===== src/rtl/rr_grant_arb_pkg.sv =====
// Shared types and helpers for the rr_grant_arb round-robin arbiter and its selector.
package rr_grant_arb_pkg;

    localparam int SRC_W = 3;

    typedef enum logic {
        ST_IDLE  = 1'b0,
        ST_GRANT = 1'b1
    } state_e;

    // Source index after idx, wrapping N-1 back to 0.
    function automatic logic [SRC_W-1:0] wrap_inc(input logic [SRC_W-1:0] idx, input int n);
        return (int'(idx) + 1 >= n) ? '0 : idx + 1'b1;
    endfunction

endpackage


===== src/rtl/rr_next_sel.sv =====
// Combinational round-robin picker: first requester at or after ptr (with wrap), skipping excl.
module rr_next_sel
    import rr_grant_arb_pkg::*;
#(
    parameter int N = 3
) (
    input  logic [N-1:0]     req,
    input  logic [SRC_W-1:0] ptr,
    input  logic [N-1:0]     excl,
    output logic [N-1:0]     onehot,
    output logic [SRC_W-1:0] idx,
    output logic             any
);

    logic [N-1:0]   cand;
    logic [2*N-1:0] dbl;
    logic [N-1:0]   rot;
    logic [SRC_W:0] sum;

    assign cand = req & ~excl;
    assign dbl  = {cand, cand};
    // Rotate so bit 0 of rot is the candidate sitting at ptr.
    assign rot  = N'(dbl >> ptr);

    always_comb begin
        // NOTE: every output gets a default before the loop so no path leaves it unassigned (no latch).
        any    = 1'b0;
        idx    = '0;
        onehot = '0;
        sum    = '0;
        for (int i = 0; i < N; i++) begin
            if (!any && rot[i]) begin
                any = 1'b1;
                sum = {1'b0, ptr} + (SRC_W+1)'(i);
                if (sum >= (SRC_W+1)'(N)) begin
                    sum = sum - (SRC_W+1)'(N);
                end
                idx = sum[SRC_W-1:0];
            end
        end
        if (any) begin
            onehot = N'(1) << idx;
        end
    end

endmodule


===== src/rtl/rr_grant_arb.sv =====
// Round-robin grant arbiter with registered data merge toward a shared sink.
// Optional per-holder burst limit enabled by defining ARB_BURST_LIMIT_EN.
module rr_grant_arb
    import rr_grant_arb_pkg::*;
#(
    parameter int N         = 3,
    parameter int WIDTH     = 8,
    parameter int MAX_BURST = 4
) (
    input  logic                 CLK,
    input  logic                 Reset,
    input  logic [N-1:0]         i_Req,
    output logic [N-1:0]         o_Grant,
    input  logic [N-1:0]         i_Valid,
    input  logic [N*WIDTH-1:0]   i_Data,
    input  logic                 i_Ready,
    output logic                 o_Valid,
    output logic [WIDTH-1:0]     o_Data,
    output logic [SRC_W-1:0]     o_Src,
    output logic                 o_Err
);

    if (N < 2 || N > 8 || WIDTH < 1 || MAX_BURST < 1) begin : g_bad_cfg
        $error("rr_grant_arb: unsupported parameter set");
    end

    state_e             state_q, state_d;
    logic [N-1:0]       grant_q, grant_d;
    logic [SRC_W-1:0]   gidx_q, gidx_d;
    logic [SRC_W-1:0]   ptr_q, ptr_d;
    logic               valid_q, valid_d;
    logic [WIDTH-1:0]   data_q, data_d;
    logic [SRC_W-1:0]   src_q, src_d;
    logic               err_q, err_d;

    logic [N-1:0]       sel_onehot;
    logic [SRC_W-1:0]   sel_idx;
    logic               sel_any;
    logic               holder_req;
    logic               force_off;
    logic [WIDTH-1:0]   mux_data;

    // While granted, the holder is excluded so a release never re-picks it in the same cycle.
    rr_next_sel #(.N(N)) u_next_sel (
        .req    (i_Req),
        .ptr    (ptr_q),
        .excl   (grant_q),
        .onehot (sel_onehot),
        .idx    (sel_idx),
        .any    (sel_any)
    );

    assign holder_req = |(i_Req & grant_q);

`ifdef ARB_BURST_LIMIT_EN
    localparam int                 BURST_W   = $clog2(MAX_BURST + 1);
    localparam logic [BURST_W-1:0] BURST_LIM = BURST_W'(MAX_BURST - 1);

    logic [BURST_W-1:0] burst_cnt_q, burst_cnt_d;

    assign force_off = (burst_cnt_q == BURST_LIM) && |(i_Req & ~grant_q);

    // Saturates at the limit so a late competitor takes over on its first request cycle.
    always_comb begin
        burst_cnt_d = burst_cnt_q;
        if (grant_d != grant_q) begin
            burst_cnt_d = '0;
        end else if (i_Ready && state_q == ST_GRANT && burst_cnt_q != BURST_LIM) begin
            burst_cnt_d = burst_cnt_q + 1'b1;
        end
    end

    always_ff @(posedge CLK) begin
        if (Reset) begin
            burst_cnt_q <= '0;
        end else begin
            burst_cnt_q <= burst_cnt_d;
        end
    end
`else
    assign force_off = 1'b0;
`endif

    // State register.
    always_ff @(posedge CLK) begin
        // NOTE: sequential state uses non-blocking assignments so every flop samples pre-edge values.
        if (Reset) begin
            state_q <= ST_IDLE;
            grant_q <= '0;
            gidx_q  <= '0;
            ptr_q   <= '0;
            valid_q <= 1'b0;
            data_q  <= '0;
            src_q   <= '0;
            err_q   <= 1'b0;
        end else begin
            state_q <= state_d;
            grant_q <= grant_d;
            gidx_q  <= gidx_d;
            ptr_q   <= ptr_d;
            valid_q <= valid_d;
            data_q  <= data_d;
            src_q   <= src_d;
            err_q   <= err_d;
        end
    end

    // Next-state logic; a stalled sink freezes the whole arbitration state.
    always_comb begin
        state_d = state_q;
        grant_d = grant_q;
        gidx_d  = gidx_q;
        ptr_d   = ptr_q;
        if (i_Ready) begin
            case (state_q)
                ST_IDLE: begin
                    if (sel_any) begin
                        state_d = ST_GRANT;
                        grant_d = sel_onehot;
                        gidx_d  = sel_idx;
                        ptr_d   = wrap_inc(sel_idx, N);
                    end
                end
                ST_GRANT: begin
                    if (!holder_req || force_off) begin
                        if (sel_any) begin
                            grant_d = sel_onehot;
                            gidx_d  = sel_idx;
                            ptr_d   = wrap_inc(sel_idx, N);
                        end else begin
                            state_d = ST_IDLE;
                            grant_d = '0;
                        end
                    end
                end
                default: begin
                    state_d = ST_IDLE;
                    grant_d = '0;
                end
            endcase
        end
    end

    // Outputs and datapath.
    assign o_Grant = grant_q & {N{i_Ready}};

    always_comb begin
        mux_data = '0;
        for (int k = 0; k < N; k++) begin
            if (grant_q[k]) begin
                mux_data = mux_data | i_Data[k*WIDTH +: WIDTH];
            end
        end

        valid_d = |(i_Valid & o_Grant);
        data_d  = data_q;
        src_d   = src_q;
        if (valid_d) begin
            data_d = mux_data;
            src_d  = gidx_q;
        end
        err_d = err_q | (|(i_Valid & ~o_Grant));
    end

    assign o_Valid = valid_q;
    assign o_Data  = data_q;
    assign o_Src   = src_q;
    assign o_Err   = err_q;

endmodule


===== config.mk =====
export PLATFORM = sky130hd
export DESIGN_NAME = rr_grant_arb
export DESIGN_NICKNAME = d
export VERILOG_FILES = /design/src/rtl/rr_grant_arb_pkg.sv /design/src/rtl/rr_next_sel.sv /design/src/rtl/rr_grant_arb.sv
export SDC_FILE = /design/constraint.sdc
export NUM_CORES = 1
export LEC_CHECK = 0
export CAP_MARGIN = 30
export CORE_UTILIZATION = 42
export CTS_CLUSTER_SIZE = 20
export DETAILED_ROUTE_END_ITERATION = 10
export GPL_ROUTABILITY_DRIVEN = 0
export PLACE_DENSITY_LB_ADDON = 0.1
export REMOVE_ABC_BUFFERS = 1
export SLEW_MARGIN = 30
export SYNTH_ARGS = -nofsm -noshare
export SYNTH_HDL_FRONTEND = slang
export SYNTH_SLANG_ARGS = --single-unit

===== constraint.sdc =====
create_clock -name CLK -period 2.8 [get_ports CLK]
set_clock_uncertainty 0.2 [all_clocks]
set_input_delay 0.84 -clock CLK [delete_from_list [all_inputs] [get_ports CLK]]
set_output_delay 0.84 -clock CLK [all_outputs]
set_load 0.05 [all_outputs]

## After elaboration in Yosys (flattened, before gate mapping)

Index checks and enable logic that the tools add are counted.

| word-level totals | value |
|---|---|
| bits in registers | 23 |
| input port bits | 33 |
| output and inout port bits | 16 |
| word-level logic and storage cells | 69 |

| cells by class | value |
|---|---|
| $add $sub $neg | 7 |
| $lt $le $gt $ge | 4 |
| equal/unequal tests | 2 |
| shift-type cells | 2 |
| muxes and demuxes | 26 |
| bitwise gates (word level) | 11 |
| reduce and logical (&&, ||, !) cells | 9 |

Operator list:

| operator | number |
|---|---|
| $mux W3 | 14 |
| $mux W8 | 3 |
| $pmux W3 S2 | 3 |
| $or A8 B8 Y8 | 2 |
| $and A3 B3 Y3 | 5 |
| $ge A4 B2 Y1 const B | 3 |
| $reduce_or A3 Y1 | 3 |
| $sub A3 B2 Y3 const B | 3 |
| $add A3 B1 Y4 const B | 2 |
| $not A3 Y3 | 2 |
| $shr A6 B3 Y3 | 1 |
| $mux W1 | 5 |
| $add A3 B2 Y4 const B | 1 |
| $ne A2 B2 Y1 const B | 2 |
| $add A3 B1 Y3 const B | 1 |
| $ge A3 B2 Y1 const B | 1 |
| $reduce_and A3 Y1 | 1 |
| $shl A1 B3 Y3 const A | 1 |
| $logic_and A1 B1 Y1 | 2 |
| $logic_not A1 Y1 | 2 |
| $pmux W1 S2 | 1 |
| $reduce_and A2 Y1 | 1 |
| $not A1 Y1 | 1 |
| $or A1 B1 Y1 | 1 |

## Logic depth before layout (Yosys ltp)

Gate-level depths: netlist (run 1).

| depth | value |
|---|---|
| depth after elaboration | 16 |
| gate-level depth with buffers | 13 |
| depth with buffers taken out | 12 |

## Cells and area by module

Synthesis (run 1) repeated with hierarchy kept, for this count alone.

| unflattened totals | value |
|---|---|
| cells, all modules | 214 |
| area total of the unflattened synthesis | 1794.2 µm² |

By module, submodules not included:

| module | times used | cells each | area an instance (µm²) | sequential area each (µm²) |
|---|---|---|---|---|
| rr_grant_arb | 1 | 121 | 1151.1 | 460.4 |
| rr_next_sel | 1 | 93 | 643.1 | 0.0 |

## Worst setup path after synthesis (run 1)

No wires, ideal clock.

| timing | value |
|---|---|
| path kind | input port to flip-flop |
| start point | input port i_Req[1] |
| end point | register ptr_q[1] |
| library setup time | 0.070 ns |
| arrival time | 2.673 ns |
| data required time | 2.530 ns |
| slack | -0.144 ns |
| cell stages on the path | 10 |
| path buffers | 0 |
| path through | or3b_4 nor3_1 a21boi_2 a211o_1 o31ai_2 inv_2 ha_1 nor3b_1 o2111ai_1 a21oi_1 |

| on the way | value |
|---|---|
| longest elaborated chain between the ends | 15 |
| elaborated cells between the ends (all ways) | 23 |
| classes of those cells | add/sub (2); order compare (1); eq/ne (1); shift (1); mux (10); bitwise (2); reduce/logical (6) |

Ends and longest elaborated chain:

| item | RTL line | source |
|---|---|---|
| start: declaration | rr_grant_arb.sv:12 | `input logic [N-1:0] i_Req,` |
| $and A3 B3 Y3 (*) | rr_next_sel.sv:20 | `assign cand = req & ~excl;` |
| $shr A6 B3 Y3 (*) | rr_next_sel.sv:23 | `assign rot = N'(dbl >> ptr);` |
| $mux W1 | rr_next_sel.sv:32 | `if (!any && rot[i]) begin` |
| $logic_not A1 Y1 | rr_next_sel.sv:32 |  |
| $logic_and A1 B1 Y1 | rr_next_sel.sv:32 |  |
| $mux W1 | rr_next_sel.sv:32 |  |
| $logic_not A1 Y1 | rr_next_sel.sv:32 |  |
| $logic_and A1 B1 Y1 | rr_next_sel.sv:32 |  |
| $mux W3 (*) | rr_next_sel.sv:32 |  |
| via sel_idx[1] | rr_grant_arb.sv:37 | `logic [SRC_W-1:0] sel_idx;` |
| $add A3 B1 Y4 | rr_grant_arb_pkg.sv:13 | `return (int'(idx) + 1 >= n) ? '0 : idx + 1'b1;` |
| $ge A4 B2 Y1 | rr_grant_arb_pkg.sv:13 |  |
| $mux W3 (*) | rr_grant_arb_pkg.sv:13 |  |
| $mux W3 (*) | rr_grant_arb.sv:117, rr_grant_arb.sv:126 |  |
| $mux W3 | rr_grant_arb.sv:125 | `if (!holder_req \|\| force_off) begin` |
| $pmux W3 S2 (*) | rr_grant_arb.sv:115 | `case (state_q)` |
| end signal: assignment | rr_grant_arb.sv:100 | `ptr_q <= ptr_d;` |
| end: declaration | rr_grant_arb.sv:30 | `logic [SRC_W-1:0] ptr_q, ptr_d;` |

The timed path passes the listed nets; every way through them passes the cells marked *. The select of a mux whose other input is x is not followed.
A chain may end at the register's enable or synchronous reset.

## Worst setup path in the final report (run 1)

| timing | value |
|---|---|
| start point | register ptr_q[0] |
| end point | register ptr_q[1] |

| on the way | value |
|---|---|
| longest elaborated chain between the ends | 14 |
| elaborated cells between the ends (all ways) | 29 |
| classes of those cells | add/sub (7); order compare (4); shift (1); mux (13); reduce/logical (4) |

Ends and longest elaborated chain:

| item | RTL line |
|---|---|
| parallel branches: the longest is 7 deep, another holds $add A3 B1 Y4 | n/a |
| $mux W3 (*) | rr_next_sel.sv:32 |
| via sel_idx[1] | rr_grant_arb.sv:37 |
| $add A3 B1 Y4 | rr_grant_arb_pkg.sv:13 |
| $ge A4 B2 Y1 | rr_grant_arb_pkg.sv:13 |
| $mux W3 (*) | rr_grant_arb_pkg.sv:13 |
| $mux W3 (*) | rr_grant_arb.sv:117, rr_grant_arb.sv:126 |
| $mux W3 | rr_grant_arb.sv:125 |
| $pmux W3 S2 (*) | rr_grant_arb.sv:115 |

Mark *: on every way through the listed nets, which the timed path passes. The select of a mux whose other input is x is not followed.

==> metrics.cfg, run 1 <==
[outcome]
status = completed

[synthesis]
syn_inst = 188
yosys-top-cells-area = dfxtp_1, ha_1, a222oi_1
yosysTopAreaCell = dfxtp_1
synth.cell_area_um2 = 1630
synth_top_cell_area_share = 0.282
yosysMostFrequentCell = dfxtp_1
yosysSeqAreaShare = 0.282
synth_edf_count = 0
synth-seq-cells = 23
yosys_warnings = 0
avgSynthCellArea_um2 = 8.69
ys_types = 50
ys.flop_type = dfxtp_1
async_reset_ff_frac = 0
synth_common_cells = dfxtp_1, nor2_1, nand2_1, ha_1, a211oi_1

[layout]
n_antenna_cell = 0
layout-drive-gt1-share = 0.281
stdcell_count = 304
syn2layout_area_growth_pct = 55.8
nets = 302

[global_routing]
overflow = 0
grt_max_degree = 20
grtUsageTotal = 0.246
antenna_found_initial = 0
grt_pass1_vias = 1783
grt_pass1_wl_mm = 8.07

[sta]
holdWs_ns = 0.298
period_share = 0.997
tightest_slew_ns = 0.520
slew_headroom = 0.652
finalSetupViolCount = 0
slew_violations = 0
rsz0062_at_grt = yes
fmax_mhz = 358
hold_viol_final = 0
min_period_ns = 2.79

[setup_path]
crit_slowest_cell = dfxtp_1
cp-start-kind = flop
cp_num_buf_inv = 1
critPathMaxFanout = 9
crit_path_cell_trace = ha_1 -> o41ai_2 -> a31oi_1 -> o31ai_2 -> inv_2 -> ha_4 -> nor3b_2 -> o2111ai_1 -> a21oi_1
end_kind = flop
cp_slowest_stage_delay_ns = 0.59
criticalPathCategory = flop to flop
worstPathRequired_ns = 2.79
critPathTopFamily = compound AO/OA/AOI/OAI gates
cp.arrival_ns = 2.78

[route]
drtAntennaViolNets = 0
via_per_inst = 5.85
wl_per_cell_um = 16.1
drt_iter0_markers = 160
drc_errors = 0
vias = 1778
routed_wl_mm = 4.89
first_pass_iters = 5

[worst_hold_path]
min_path_type = flop to flop

[placed_design]
dpl.hpwl_mm = 3.50
io_buffer_count = 48
dp.cells = 296

[pwr]
total_leakage_power_nw = 0.970
p_per_area_nw_per_um2 = 782
worst_ir_drop_vdd_mv = 0.488

[die]
dieArea_um2 = 4140
initial_core_util = 0.443
ioPinCount = 49
core_area_um2 = 3690
rows = 22
die_y_um = 64.4
die_x_um = 64.4

[clocking]
clockRootBuffer = clkbuf_8
clock_sinks = 23
cts.path.max_buffers = 2
cts_buffers = 3
insertion_delay_ns = 0.26
ctsHoldBuffers = 0
htree_levels = 1
cts.clk_slew.worst_paths_ns = 0.07
cts_tree = built

[flow_run]
maxCapViolCount = 0

==> layout by cell type, fill, tap and decap left out, drive strengths merged, types with 5 or more instances in the layout <==
cell	instances
clkdlybuf4s50	41
buf	34
dfxtp	23
nor2	23
nand2	13
a211oi	12
ha	12
a222oi	9
inv	9
a21oi	8
nor3	7
mux2i	6
o211ai	5
==> logic make-up (layout without fill, tap and decap cells) <==
family / count (synthesis) / after routing / share of synthesized area
DFF: 23 / 23 / 0.282
AOI/OAI and AO/OA: 58 / 58 / 0.306
adders and majority gates: 12 / 12 / 0.0919
xor gates and xnor gates: 3 / 3 / 0.0161
and+or+nand+nor: 65 / 65 / 0.206
buffers and inverters: 21 / 89 / 0.0620
muxes: 6 / 6 / 0.0368
==> worst paths after layout <==
kind / startpoint / end / slack [ns] / cells past startpoint
setup / recovery: ptr_q[0] / ptr_q[1] / 0.008 / 9
hold / removal: o_Data[5] / o_Data[5] / 0.30 / 2
setup reg to reg: ptr_q[0] / ptr_q[1] / 0.008 / 9
hold reg to reg: o_Data[5] / o_Data[5] / 0.30 / 2
==> state kept, by name (all words and copies together) (netlist names) <==
name	cells
o_Err	1
o_Data	8
grant_q	3
state_q	1
ptr_q	3
o_Src	3
o_Valid	1
gidx_q	3
==> worst register-to-register path, cell delays in order, from the launching register on <==
cell	delay, ns
dfxtp_1	0.59
ha_1	0.38
o41ai_2	0.36
a31oi_1	0.10
o31ai_2	0.30
inv_2	0.11
ha_4	0.26
nor3b_2	0.18
o2111ai_1	0.12
a21oi_1	0.13
==> metal layers <==
metal  track usage  vias up  routed length (um)
met5             0        -                   0
met4        0.0722        0                  46
met3        0.0482        8                 305
met2         0.417       57                2400
met1         0.313      863                2130
li1              -      850                   -
==> report_power, final <==
group          internal, mW  total (mW)  switching, mW  leakage (nW)
Sequential            0.395       0.458         0.0634         0.187
Combinational         0.623        1.34          0.713         0.760
Clock                 0.101       0.198         0.0966        0.0228
Total                  1.12        1.99          0.873         0.970
==> per-stage QoR <==
step | utilization | power, mW | cell area, um^2 | setup WS [ns] | TNS, ns
6_report | 0.690 | 1.99 | 2550 | 0.00801 | 0
5_1_grt | 0.690 | 2.12 | 2550 | -0.138 | -0.220
4_1_cts | 0.676 | 1.93 | 2490 | 0.00767 | 0
3_5_place_dp | 0.635 | 1.61 | 2340 | -0.745 | -4.17
3_3_place_gp | 0.635 | 1.58 | 2340 | -0.690 | -3.75
2_1_floorplan | - | 1.15 | 1570 | -0.234 | -0.336
==> final cells by class <==
cell class	instances	area [um^2]
inverters	9	33.8
repair buffers	76	756
flip-flops and latches	23	460
well taps	48	60.1
fillers	295	1140
multi-input cells	144	1190
clock buffers	4	45.0
==> repair_timing <==
action / 4_1_cts / 5_1_grt
pin swaps: 10 / 12
setup endpoints to repair: 8 / 6
buffers inserted: 4 / 1
gates resized for setup: 30 / 12
(Power assumes the default switching activity.)
==> run 2: changes to the inputs <==
--- a/config.mk
+++ b/config.mk
@@ -6,9 +6,11 @@
 export NUM_CORES = 1
 export LEC_CHECK = 0
 export CAP_MARGIN = 30
-export CORE_UTILIZATION = 42
+export CORE_UTILIZATION = 35
+export CTS_BUF_LIST = sky130_fd_sc_hd__clkbuf_16
 export CTS_CLUSTER_SIZE = 20
 export DETAILED_ROUTE_END_ITERATION = 10
+export DONT_BUFFER_PORTS = 1
 export GPL_ROUTABILITY_DRIVEN = 0
 export PLACE_DENSITY_LB_ADDON = 0.1
 export REMOVE_ABC_BUFFERS = 1
==> run 2 against run 1 <==
Compared with the run above: sequential share of layout area is 6.0 points higher; setup slack improved by 0.037 ns; global-route usage is 7.1 points lower; power is 11% lower; wire length fell by 12%; core utilization down 25 points; critical endpoint unchanged.
==> metrics.cfg, run 2 (same netlist as run 1, synthesis figures left out) <==
[sta]
tightest_slew_ns = 0.517
finalSetupViolCount = 0
fmax_mhz = 363
hold_viol_final = 0
fin_ws_ns = 0.0449
slew_headroom = 0.655
rsz0062_at_grt = yes
slew_violations = 0
period_share = 0.984
min_period_ns = 2.76
setup_tns_ns = 0

[clocking]
clock_sinks = 23
clockRootBuffer = clkbuf_16
post-cts-setup-buffer-count = 0
cts.clk_slew.worst_paths_ns = 0.05
htree_levels = 1
cts_buffers = 3
cts_tree = built
cts.path.max_buffers = 2
insertion_delay_ns = 0.25
ctsHoldBuffers = 0

[layout]
layout-drive-gt1-share = 0.252
stdcell_count = 254
largest_reg_flops = 8
nFillCells = 444
regArea_um2 = 463
n_antenna_cell = 0
layout_common_cells = nor2_1, buf_4, dfxtp_1
nets = 248
syn2layout_area_growth_pct = 17.7
multi_input_area_um2 = 1120
design_area_um2 = 1920

[placed_design]
dp_slack_ns = -0.304
io_buffer_count = 0
dp.cells = 250
dpl.hpwl_mm = 3.21
place_area_um2 = 1800

[global_routing]
grt_max_degree = 25
use_met1 = 0.214
antenna_found_initial = 0
grt-busiest-layer = met2
overflow = 0
grt_pass1_vias = 1520
grt_pass1_wl_mm = 7.02
use_met3 = 0.0563
grtUsageTotal = 0.175
use_met2 = 0.308

[pwr]
total_leakage_power_nw = 0.740
p_per_area_nw_per_um2 = 925
worst_ir_drop_vdd_mv = 0.457

[route]
drt_iter0_markers = 143
wl_per_cell_um = 17.0
vias = 1507
routed_wl_mm = 4.31
drtAntennaViolNets = 0
drc_errors = 0
first_pass_iters = 5
via_per_inst = 5.93

[die]
initial_core_util = 0.370
die_x_um = 70.3
core_area_um2 = 4410
die_y_um = 70.3
ioPinCount = 49
rows = 24
dieArea_um2 = 4950

[setup_path]
cp.arrival_ns = 2.73
r2r-start = ptr_q[0]
end_kind = flop
criticalPathCategory = primary input to flop
cp-start-kind = primary input
startpoint = i_Req[1]
reg2reg_slack_ns = 0.12
worstPathRequired_ns = 2.78
critPathMaxFanout = 3

[worst_hold_path]
min_path_type = flop to flop
min-delay-start = gidx_q[2]

[flow_run]
maxCapViolCount = 0

[outcome]
status = completed

==> run 2: cell count changes in the layout (fill, tap and decap cells not counted), sizes merged <==
cell           before  now
dlymetal6s2s        1    0
buf                34   22
clkbuf              4    3
inv                 9   10
clkdlybuf4s50      41    0
==> run 2: routing by layer <==
layer,up-vias,wire length (um)
met5,-,0
met4,0,7
met3,2,311
met2,55,2110
met1,708,1880
li1,742,-
==> run 2: worst paths after layout <==
path / end / depth (start not counted)
max: ptr_q[1] / 10
min: o_Src[2] / 2
max reg2reg: ptr_q[1] / 12
min reg2reg: o_Src[2] / 2
==> run 2: what timing repair did <==
action,CTS,global route
pin swaps,0,2
setup endpoints to repair,1,1
gates resized for setup,8,5
hold endpoints to repair,0,0
==> run 2: report_power, final <==
part           leakage [nW]  switching (mW)  internal, mW
logic                 0.509           0.505         0.407
registers             0.188           0.173         0.397
clock network        0.0423           0.106         0.190
==> run 2: layout make-up <==
type | instances | share of cell area
Clock inverter | 1 | 0.00195
Inverter | 9 | 0.0176
Clock buffer | 3 | 0.0390
Timing Repair Buffer | 22 | 0.0859
Multi-Input combinational cell | 144 | 0.581
Sequential cell | 23 | 0.241
Tap cell | 52 | 0.0338
==> run 2: stage by stage <==
| stage | power, mW | hold WS [ns] | utilization |
|---|---|---|---|
| after floorplan | 1.15 | 0.260 | - |
| after global placement | 1.43 | 0.274 | 0.407 |
| after detailed placement | 1.45 | 0.289 | 0.407 |
| after CTS | 1.78 | 0.304 | 0.431 |
| after global routing | 1.91 | 0.324 | 0.436 |
| final | 1.78 | 0.300 | 0.436 |
==> run 2: worst max-delay path: stages <==
cell and delay [ns]:
or3b_4 0.39, nor3_2 0.15, a21boi_2 0.11, a211o_1 0.32, o31ai_2 0.08, inv_2 0.08
ha_1 0.30, nor3b_1 0.20, o2111ai_1 0.13, a21oi_1 0.14
==> run 3: changes to the inputs <==
--- a/config.mk
+++ b/config.mk
@@ -6,7 +6,8 @@
 export NUM_CORES = 1
 export LEC_CHECK = 0
 export CAP_MARGIN = 30
-export CORE_UTILIZATION = 35
+export CORE_MARGIN = 2
+export CORE_UTILIZATION = 56
 export CTS_BUF_LIST = sky130_fd_sc_hd__clkbuf_16
 export CTS_CLUSTER_SIZE = 20
 export DETAILED_ROUTE_END_ITERATION = 10
==> run 3 against run 2 <==
Compared with the run above: global-route usage rose by 7.9 points; maximum frequency fell by 0.69%; first-iteration DRC count fell by 9.1%; combinational power rose by 18%; clock power rose by 3%; sequential share of layout area shrank 1.0 points; non-clock buffer count rose by 3; design area increased by 4.9%; core utilization grew 30 points; wire length rose by 3.5%; register-to-register slack worse by 0.06 ns; largest power group unchanged.
==> metrics.cfg, run 3 (same netlist as run 1, synthesis figures left out) <==
[layout]
regArea_um2 = 465
final_util = 0.732
final_common_cell = buf_4
n_antenna_cell = 0
largest_reg_flops = 8
nFillCells = 208
layout-drive-gt1-share = 0.317
layout_common_cells = buf_4, nor2_1, dfxtp_1
design_area_um2 = 2020
syn2layout_area_growth_pct = 23.5
nets = 251
stdcell_count = 236
multi_input_area_um2 = 1210

[global_routing]
grtUsageTotal = 0.254
grt_pass1_wl_mm = 6.70
grt_max_degree = 25
overflow = 0
grt_pass1_vias = 1514
antenna_found_initial = 0

[placed_design]
place_area_um2 = 1790
dpl.hpwl_mm = 3.07
io_buffer_count = 0
dp.cells = 231
dp_slack_ns = -0.327

[sta]
tightest_slew_ns = 0.519
fmax_mhz = 360
setup_tns_ns = 0
holdWs_ns = 0.297
slew_headroom = 0.653
hold_viol_final = 0
min_period_ns = 2.77
period_share = 0.991
rsz0062_at_grt = yes
fin_ws_ns = 0.0257
finalSetupViolCount = 0
slew_violations = 0

[route]
drtAntennaViolNets = 0
drc_errors = 0
vias = 1589
drt_iter0_markers = 130
via_per_inst = 6.73
first_pass_iters = 7
routed_wl_mm = 4.46
wl_per_cell_um = 18.9

[pwr]
p_per_area_nw_per_um2 = 973
total_leakage_power_nw = 0.767
worst_ir_drop_vdd_mv = 0.827
seqPwrFrac = 0.293
clockPowerShare = 0.156
power.share.combinational = 0.551
switching_share = 0.444
power_mw = 1.96
p_int_mw = 1.09
p_switching_mw = 0.871

[clocking]
htree_levels = 1
insertion_delay_ns = 0.25
cts.path.max_buffers = 2
ctsHoldBuffers = 0
cts.clk_slew.worst_paths_ns = 0.06
clock_sinks = 23
cts_tree = built
clockRootBuffer = clkbuf_16
cts_buffers = 3

[setup_path]
end_kind = flop
cp-start-kind = primary input
startpoint = i_Req[1]
r2r-start = ptr_q[0]
worstPathRequired_ns = 2.78
endpoint = ptr_q[1]
criticalPathCategory = primary input to flop
worst-r2r-cell-count = 10
cp.arrival_ns = 2.76
reg2reg_slack_ns = 0.06
critPathMaxFanout = 4
rr_endpoint = ptr_q[1]

[die]
rows = 19
ioPinCount = 49
die_x_um = 58.0
core_area_um2 = 2760
die_y_um = 58.0
initial_core_util = 0.593
dieArea_um2 = 3370

[worst_hold_path]
min_path_type = flop to flop

[flow_run]
maxCapViolCount = 0

[outcome]
status = completed

[run 3: cell types whose count changed in the layout (fill, tap and decap cells not counted), sizes merged]
cell      before  now
clkinv         0    1
clkinvlp       0    1
inv           10    8
buf           22   25
[run 3: worst min path at each step]
| stage | startpoint | end | slack (ns) | depth (start not counted) |
|---|---|---|---|---|
| after floorplan | gidx_q[1] | gidx_q[1] | 0.26 | 2 |
| after global placement | state_q | state_q | 0.28 | 2 |
| after detailed placement | gidx_q[0] | gidx_q[0] | 0.29 | 2 |
| after CTS | gidx_q[0] | gidx_q[0] | 0.30 | 2 |
| after global routing | state_q | state_q | 0.34 | 2 |
| final | gidx_q[0] | gidx_q[0] | 0.30 | 2 |
[run 3: area by class of cell]
type / count / area share
multi-input combinational: 144 / 0.599
sequential: 23 / 0.231
timing repair buffer: 25 / 0.0930
clock buffer: 3 / 0.0372
tap: 31 / 0.0192
inverter: 9 / 0.0186
clock inverter: 1 / 0.00248
[run 3: what timing repair did]
| item | in CTS | in global routing |
|---|---|---|
| hold endpoints to repair | 0 | 0 |
| gates resized for setup | 8 | 20 |
| setup endpoints to repair | 1 | 1 |
| pin swaps | 0 | 2 |
| cloned | 0 | 0 |
| setup buffers | 0 | 1 |
[run 3: worst max-delay path, cell delays in order]
cell and delay (ns):
or3b_4 0.41, a211oi_4 0.22, a31oi_2 0.08, buf_4 0.19
a21oi_4 0.15, a211oi_4 0.08, inv_1 0.11, ha_2 0.22
nor3b_2 0.18, o2111ai_1 0.13, a21oi_1 0.14
[run 3: power groups by stage]
stage	Sequential [mW]	Combinational, mW	Clock (mW)
finish	0.575	1.08	0.306
global route	0.585	1.18	0.319
CTS	0.569	0.926	0.309
detailed placement	0.573	0.894	0
global placement	0.568	0.850	0
floorplan	0.593	0.561	0
[run 3: routing by layer]
layer	up-vias	wire, um	GRT usage
li1	749	-	-
met1	759	1750	0.287
met2	69	2310	0.459
met3	12	292	0.0625
met4	0	114	0.0930
met5	-	0	0
